$ cat config.mk
export PLATFORM = sky130hd
export DESIGN_NAME = cache_axi_outstanding_limiter
export DESIGN_NICKNAME = d
export VERILOG_FILES = /design/src/rtl/cache_axi_outstanding_limiter.sv
export SDC_FILE = /design/constraint.sdc
export NUM_CORES = 1
export LEC_CHECK = 0
export BUFFER_PORTS_ARGS = -buffer_cell sky130_fd_sc_hd__buf_2
export CAP_MARGIN = 20
export CORE_AREA = 2 2 201 203
export DETAILED_ROUTE_END_ITERATION = 7
export DIE_AREA = 0 0 203 205
export MAX_ROUTING_LAYER = met4
export PLACE_DENSITY = 0.3
export RECOVER_POWER = 50
export SLEW_MARGIN = 30
export SYNTH_ARGS = -nofsm -noshare
export SYNTH_HDL_FRONTEND = slang
export SYNTH_SLANG_ARGS = --single-unit
$ cat constraint.sdc
create_clock -name clk_i -period 4.6 [get_ports clk_i]
set_input_delay 0.92 -clock clk_i [delete_from_list [all_inputs] [get_ports clk_i]]
set_output_delay 0.92 -clock clk_i [all_outputs]
set_load 0.01 [all_outputs]
$ cat src/rtl/cache_axi_outstanding_limiter.sv
// Outstanding AR/AW limiter with drain handshake between the cache AXI master and the interconnect.
// Optional stall counters are enabled with `define CVA6_AXI_LIMITER_PERF_EN.

package cache_axi_limiter_pkg;

   typedef struct packed {
      int unsigned XLEN;
      int unsigned AxiAddrWidth;
      int unsigned AxiDataWidth;
      int unsigned AxiIdWidth;
   } cva6_cfg_t;

   localparam cva6_cfg_t cva6_cfg_empty = '{
      XLEN:         64,
      AxiAddrWidth: 32,
      AxiDataWidth: 64,
      AxiIdWidth:   4
   };

   typedef struct packed {
      logic [3:0]  id;
      logic [31:0] addr;
      logic [7:0]  len;
   } ax_chan_t;

   typedef struct packed {
      logic [63:0] data;
      logic [7:0]  strb;
      logic        last;
   } w_chan_t;

   typedef struct packed {
      logic [3:0] id;
      logic [1:0] resp;
   } b_chan_t;

   typedef struct packed {
      logic [3:0]  id;
      logic [63:0] data;
      logic [1:0]  resp;
      logic        last;
   } r_chan_t;

   typedef struct packed {
      ax_chan_t aw;
      logic     aw_valid;
      w_chan_t  w;
      logic     w_valid;
      logic     b_ready;
      ax_chan_t ar;
      logic     ar_valid;
      logic     r_ready;
   } axi_req_t;

   typedef struct packed {
      logic     aw_ready;
      logic     ar_ready;
      logic     w_ready;
      logic     b_valid;
      b_chan_t  b;
      logic     r_valid;
      r_chan_t  r;
   } axi_rsp_t;

endpackage

module cache_axi_outstanding_limiter #(
   parameter cache_axi_limiter_pkg::cva6_cfg_t CVA6Cfg = cache_axi_limiter_pkg::cva6_cfg_empty,
   parameter type         axi_req_t = cache_axi_limiter_pkg::axi_req_t,
   parameter type         axi_rsp_t = cache_axi_limiter_pkg::axi_rsp_t,
   parameter int unsigned MaxReads  = 8,
   parameter int unsigned MaxWrites = 8
) (
   input  logic        clk_i,
   input  logic        rst_ni,
   input  axi_req_t    axi_req_i,
   output axi_rsp_t    axi_resp_o,
   output axi_req_t    axi_req_o,
   input  axi_rsp_t    axi_resp_i,
   input  logic        drain_i,
   output logic        drain_ack_o,
   output logic        idle_o,
   output logic [7:0]  rd_outstanding_o,
   output logic [7:0]  wr_outstanding_o,
   output logic        err_o
`ifdef CVA6_AXI_LIMITER_PERF_EN
  ,output logic [31:0] rd_stall_cnt_o,
   output logic [31:0] wr_stall_cnt_o
`endif
);

   localparam int unsigned RdW = $clog2(MaxReads + 1);
   localparam int unsigned WrW = $clog2(MaxWrites + 1);
   localparam logic [RdW-1:0] RdMax = RdW'(MaxReads);
   localparam logic [WrW-1:0] WrMax = WrW'(MaxWrites);

   if (MaxReads < 1 || MaxReads > 255 || MaxWrites < 1 || MaxWrites > 255 ||
       (CVA6Cfg.AxiDataWidth % 8) != 0) begin : g_param_err
      $error("cache_axi_outstanding_limiter: illegal limit or AXI data width");
   end

   typedef enum logic {RUN, DRAIN} state_e;

   state_e         state_q;
   logic           drain_ack_q;
   logic [RdW-1:0] rd_cnt_q, rd_cnt_d;
   logic [WrW-1:0] wr_cnt_q, wr_cnt_d;
   logic           ar_lock_q, ar_lock_d;
   logic           aw_lock_q, aw_lock_d;
   logic           err_q, err_d;

   logic ar_allow, aw_allow;
   logic ar_vld_dn, aw_vld_dn;
   logic ar_hs, aw_hs, r_last_hs, b_hs;
   logic drain_done;

   // A lock keeps a presented downstream request valid until accepted, whatever the counters or FSM do.
   assign ar_allow  = ((rd_cnt_q < RdMax) && (state_q == RUN)) || ar_lock_q;
   assign aw_allow  = ((wr_cnt_q < WrMax) && (state_q == RUN)) || aw_lock_q;
   assign ar_vld_dn = axi_req_i.ar_valid & ar_allow;
   assign aw_vld_dn = axi_req_i.aw_valid & aw_allow;
   assign ar_hs     = ar_vld_dn & axi_resp_i.ar_ready;
   assign aw_hs     = aw_vld_dn & axi_resp_i.aw_ready;
   assign r_last_hs = axi_resp_i.r_valid & axi_req_i.r_ready & axi_resp_i.r.last;
   assign b_hs      = axi_resp_i.b_valid & axi_req_i.b_ready;

   always_comb begin
      axi_req_o           = axi_req_i;
      axi_req_o.ar_valid  = ar_vld_dn;
      axi_req_o.aw_valid  = aw_vld_dn;
      axi_resp_o          = axi_resp_i;
      axi_resp_o.ar_ready = axi_resp_i.ar_ready & ar_allow;
      axi_resp_o.aw_ready = axi_resp_i.aw_ready & aw_allow;
   end

   always_comb begin
      rd_cnt_d  = rd_cnt_q;
      wr_cnt_d  = wr_cnt_q;
      err_d     = err_q;
      ar_lock_d = ar_lock_q;
      aw_lock_d = aw_lock_q;

      if (ar_hs && !r_last_hs) begin
         rd_cnt_d = rd_cnt_q + RdW'(1);
      end else if (!ar_hs && r_last_hs) begin
         if (rd_cnt_q == '0) err_d = 1'b1;
         else                rd_cnt_d = rd_cnt_q - RdW'(1);
      end

      if (aw_hs && !b_hs) begin
         wr_cnt_d = wr_cnt_q + WrW'(1);
      end else if (!aw_hs && b_hs) begin
         if (wr_cnt_q == '0) err_d = 1'b1;
         else                wr_cnt_d = wr_cnt_q - WrW'(1);
      end

      if (ar_hs)          ar_lock_d = 1'b0;
      else if (ar_vld_dn) ar_lock_d = 1'b1;
      if (aw_hs)          aw_lock_d = 1'b0;
      else if (aw_vld_dn) aw_lock_d = 1'b1;
   end

   always_ff @(posedge clk_i or negedge rst_ni) begin
      if (!rst_ni) begin
         rd_cnt_q  <= '0;
         wr_cnt_q  <= '0;
         ar_lock_q <= 1'b0;
         aw_lock_q <= 1'b0;
         err_q     <= 1'b0;
      end else begin
         rd_cnt_q  <= rd_cnt_d;
         wr_cnt_q  <= wr_cnt_d;
         ar_lock_q <= ar_lock_d;
         aw_lock_q <= aw_lock_d;
         err_q     <= err_d;
      end
   end

   // Drain completes only once nothing is in flight and no W beat is still being presented.
   assign drain_done = (rd_cnt_q == '0) && (wr_cnt_q == '0) && !ar_lock_q && !aw_lock_q &&
                       !axi_req_i.w_valid;

   always_ff @(posedge clk_i or negedge rst_ni) begin
      if (!rst_ni) begin
         state_q     <= RUN;
         drain_ack_q <= 1'b0;
      end else begin
         drain_ack_q <= 1'b0;
         case (state_q)
            RUN: begin
               if (drain_i) state_q <= DRAIN;
            end
            DRAIN: begin
               if (!drain_i) begin
                  state_q <= RUN;
               end else if (drain_done) begin
                  drain_ack_q <= 1'b1;
                  state_q     <= RUN;
               end
            end
            default: state_q <= RUN;
         endcase
      end
   end

`ifdef CVA6_AXI_LIMITER_PERF_EN
   logic [31:0] rd_stall_q, wr_stall_q;
   logic        rd_full_stall, wr_full_stall;

   // In RUN the only thing that can gate an unlocked request is a full counter.
   assign rd_full_stall = axi_req_i.ar_valid && !ar_allow && (state_q == RUN);
   assign wr_full_stall = axi_req_i.aw_valid && !aw_allow && (state_q == RUN);

   always_ff @(posedge clk_i or negedge rst_ni) begin
      if (!rst_ni) begin
         rd_stall_q <= '0;
         wr_stall_q <= '0;
      end else begin
         if (rd_full_stall && (rd_stall_q != '1)) rd_stall_q <= rd_stall_q + 32'd1;
         if (wr_full_stall && (wr_stall_q != '1)) wr_stall_q <= wr_stall_q + 32'd1;
      end
   end

   assign rd_stall_cnt_o = rd_stall_q;
   assign wr_stall_cnt_o = wr_stall_q;
`endif

   assign drain_ack_o      = drain_ack_q;
   assign idle_o           = (rd_cnt_q == '0) && (wr_cnt_q == '0);
   assign rd_outstanding_o = 8'(rd_cnt_q);
   assign wr_outstanding_o = 8'(wr_cnt_q);
   assign err_o            = err_q;

endmodule

==> impl_metrics.yaml <==
logic_synthesis:
  yosysWarnings: 0
  synth_top_flop_cell: "dfrtp_1"
  netlist_instances: 333
  synth.ff_latch_count: 13
  number_of_enable_flip_flop_cells_after_synthesis: 0
  post_synth_fa_ha_maj_area_fraction_pct: 5.119
  synth_xor_area_share_pct: 1.920
  post_synth.cell_area_avg_um2: 8.221
  ys_async_sr_fraction_pct: 100.0
  largest_family_of_logic_cells_by_synthesized_area: "buffers and inverters"
  synth_sequential_area_ratio_pct: 11.88
  synthDistinctLibCells: 30
  synth.area.mux_share_pct: 1.508
  synth_area_in_simple_gates_pct: 5.667
  synth.cell_area_mm2: 0.002738
  synth-compound-area-share_pct: 3.291
worst_setup_path:
  cpLargestDelayFamily: "adder cells"
  worst_path_max_delay_cell: "mux2_2"
  cp_max_fo: 4
  critical_path_arrival_ns: 2.76
  timing.rr.end: "rd_cnt_q[3]"
  timing.critical_path.required_ns: 4.72
  critical_path.n_buffers_inverters: 3
  startpoint_type: "input port"
  cp_slowest_stage_delay_ns: 0.36
  worst-r2r-setup-slack_ns: 2.11
  crit_chain: "buf_2 > and2_0 > nand2_1 > inv_1 > ha_1 > inv_1 > ha_1 > a21o_1 > a21oi_1 > mux2_2 > xnor2_1"
  crit_start: "axi_resp_i[80]"
  path_depth: 11
  crit-reg2reg-launch: "rd_cnt_q[3]"
  critical_path.endpoint: "rd_cnt_q[3]"
  worstRegToRegCells: 11
  timing.critical_path.to_type: "flip-flop"
  crit_type: "in2reg"
worst_hold_path:
  hold_crit_depth: 2
  hold_path.class: "reg2reg"
route:
  route.final.wire_length_mm: 7.767
  vias: 1093
  avgRoutedWirePerCell_um: 11.99
  drc: 0
  detail_route.iter0.violations: 31
  firstDrtPassIters: 4
  ant_nets: 0
  route.detailed.vias_per_inst: 1.687
die:
  die_width_um: 203
  pin_count: 518
  die_area_mm2: 0.04162
  placeableCoreArea_mm2: 0.03937
  die-height_um: 205
  rows: 73
  starting_density_of_the_core_pct: 6.954
run:
  max_cap_viol_count: 0
clocking:
  post_cts_hold_buffer_count: 0
  post_cts.resized_instances: 0
  worst_setup_hold_path_clk_slew_ns: 0.05
  root_buffer: "clkbuf_16"
  htree_num_levels: 1
  post_cts_buffers: 0
  tritoncts_clock_tree: "yes"
  clock_tree.buffer_depth: 2
  clock_insertion_delay_worst_skew_ns: 0.24
  clock_sinks: 13
  clock_buffer_count_from_cts: 3
power_and_ir_drop:
  internal_power_uw: 429.7
  combPwrFrac_pct: 43.8
  power_density_mw_per_mm2: 405.3
  total_switching_power_uw: 277.7
  share_clk_of_total_power_pct: 23.3
  switching_share_pct: 39.26
  pwr-share-seq_pct: 32.9
  reported_leakage_power_nw: 0.5573
  vdd_drop_max_mv: 0.1080
grt:
  globalRouteOverflowTotal: 0
  grt_max_degree: 14
  vias_in_the_first_global_route: 1220
  grt_first_pass_wirelength_mm: 9.880
  gr-usage-all-layers_pct: 3.542
  initial_antenna_violation_count: 0
sta:
  rsz0062_at_grt: "false"
  max_freq_ghz: 0.3786
  timing.final.crit_share_pct: 57.42
  number_of_max_slew_violations_in_the_final_report: 0
  worst_clock_skew_ns: 0.005171
  setup_viol: 0
  fin_setup_tns_ns: 0
  finalWorstPathRequiredPeriod_ns: 2.641
  hold-worst-slack_ns: 0.4963
  tightest_slew_ns: 0.7335
  timing.slew.headroom_pct: 51.10
  fin_hold_viols: 0
cells_and_area:
  syn_to_final_growth_pct: -36.24
  diodes: 0
  design.final.nets: 385
  layout-drive-gt1-share_pct: 29.27
placed_design:
  gp_routability_congestion: 0.6474
  place_hpwl_mm: 6.793
  placement.io_buffers: 33
status:
  status: "complete, no violations"
-- metrics by stage --
stage | total power, mW | area, µm² | instances | worst slack, ns | utilization [%]
after floorplan | 0.6629 | 2764 | 340 | 1.861 | -
after global routing | 0.7749 | 1745 | 648 | 1.831 | 4.434
after detailed placement | 0.5680 | 1679 | 644 | 1.708 | 4.265
after CTS | 0.7370 | 1758 | 648 | 1.962 | 4.466
final | 0.7074 | 1745 | 648 | 1.959 | 4.434
after global placement | 0.5696 | 1679 | 644 | 1.729 | 4.265
-- registers in the layout, summed over array words and instances (netlist names) --
name / count
err_o: 1
rd_cnt_q: 4
wr_cnt_q: 4
drain_ack_o: 1
ar_lock_q: 1
aw_lock_q: 1
state_q: 1
-- worst min-delay path by stage --
stage                     startpoint   endpoint
after global routing       aw_lock_q  aw_lock_q
after detailed placement       err_o      err_o
after floorplan            ar_lock_q  ar_lock_q
final                          err_o      err_o
after global placement         err_o      err_o
after CTS                      err_o      err_o
-- cells in the mapped netlist, types with 2 or more instances --
master	count	area (µm²)
dfrtp_1	13	325.3
and2_1	4	25.02
nand2_1	8	30.03
xnor2_1	4	35.03
o31ai_1	2	15.01
o21bai_1	2	15.01
or4_4	2	22.52
o21a_1	2	15.01
a31oi_1	2	12.51
inv_1	6	22.52
nor2_2	2	12.51
mux2_4	2	30.03
xor2_1	2	17.52
nand3_1	2	10.01
fa_1	2	40.04
ha_1	8	100.1
a21oi_1	2	10.01
nor2_1	3	11.26
buf_4	254	1907
-- cells by family (layout without fill, tap and decap cells) --
| family | count (synthesis) | count (layout) |
|---|---|---|
| flops | 13 | 13 |
| other cells | 1 | 8 |
| simple gates | 27 | 27 |
| mux | 3 | 3 |
| xor+xnor | 6 | 6 |
| buf+inv | 260 | 43 |
| compound gates | 13 | 13 |
| fa+ha+maj | 10 | 10 |
-- metal layers --
layer  up-vias  share of wire, %  track usage, %  wire [µm]
met5         -                 0               -          0
met4         0                11           3.962        837
met3       100                26           3.818       1983
met2       218                44           5.235       3429
met1       421                20           1.892       1518
li1        354                 -               -          -
-- worst register-to-register path, stage by stage (launching register included) --
cell      delay, ns
dfrtp_1        0.42
o21bai_1       0.16
and2_0         0.16
nand2_1        0.11
inv_1          0.08
ha_1           0.25
inv_1          0.12
ha_1           0.28
a21o_1         0.17
a21oi_1        0.15
mux2_2         0.36
xnor2_1        0.12
-- cell type report --
type	count	area (µm²)
inverter	6	22.52
clock buffer	4	78.83
multi-input combinational	67	505.5
tap	525	656.9
fill	4651	37620
sequential	13	325.3
timing repair buffer	33	156.4
-- power by group through the flow --
stage / clock, mW / sequential [mW] / combinational [mW]
after floorplan: 0 / 0.236 / 0.427
after CTS: 0.170 / 0.237 / 0.330
after global placement: 0 / 0.239 / 0.331
after detailed placement: 0 / 0.239 / 0.329
after global routing: 0.174 / 0.248 / 0.353
final: 0.165 / 0.232 / 0.310
-- cell usage in the layout, fill, tap and decap left out --
cell type / n
nand3_1: 2
xnor2_1: 4
a31oi_1: 2
a21oi_1: 2
or4_1: 1
xor2_1: 2
o31ai_1: 2
buf_2: 26
nor4b_1: 1
mux2_2: 1
nor2_2: 2
a211oi_1: 1
and3_1: 1
o21bai_1: 2
and2_1: 2
nor4_1: 1
nor2_4: 1
nand2_1: 8
or4_4: 1
conb_1: 8
nand2b_1: 1
inv_1: 6
ha_1: 8
nor2_1: 3
dfrtp_1: 13
fa_1: 2
a21o_1: 1
mux2_4: 2
clkbuf_16: 3
o21a_1: 2
and2_0: 2
clkbuf_1: 8
a21boi_0: 1
nor3_1: 1
No activity file was read; power rests on OpenSTA's default activity.
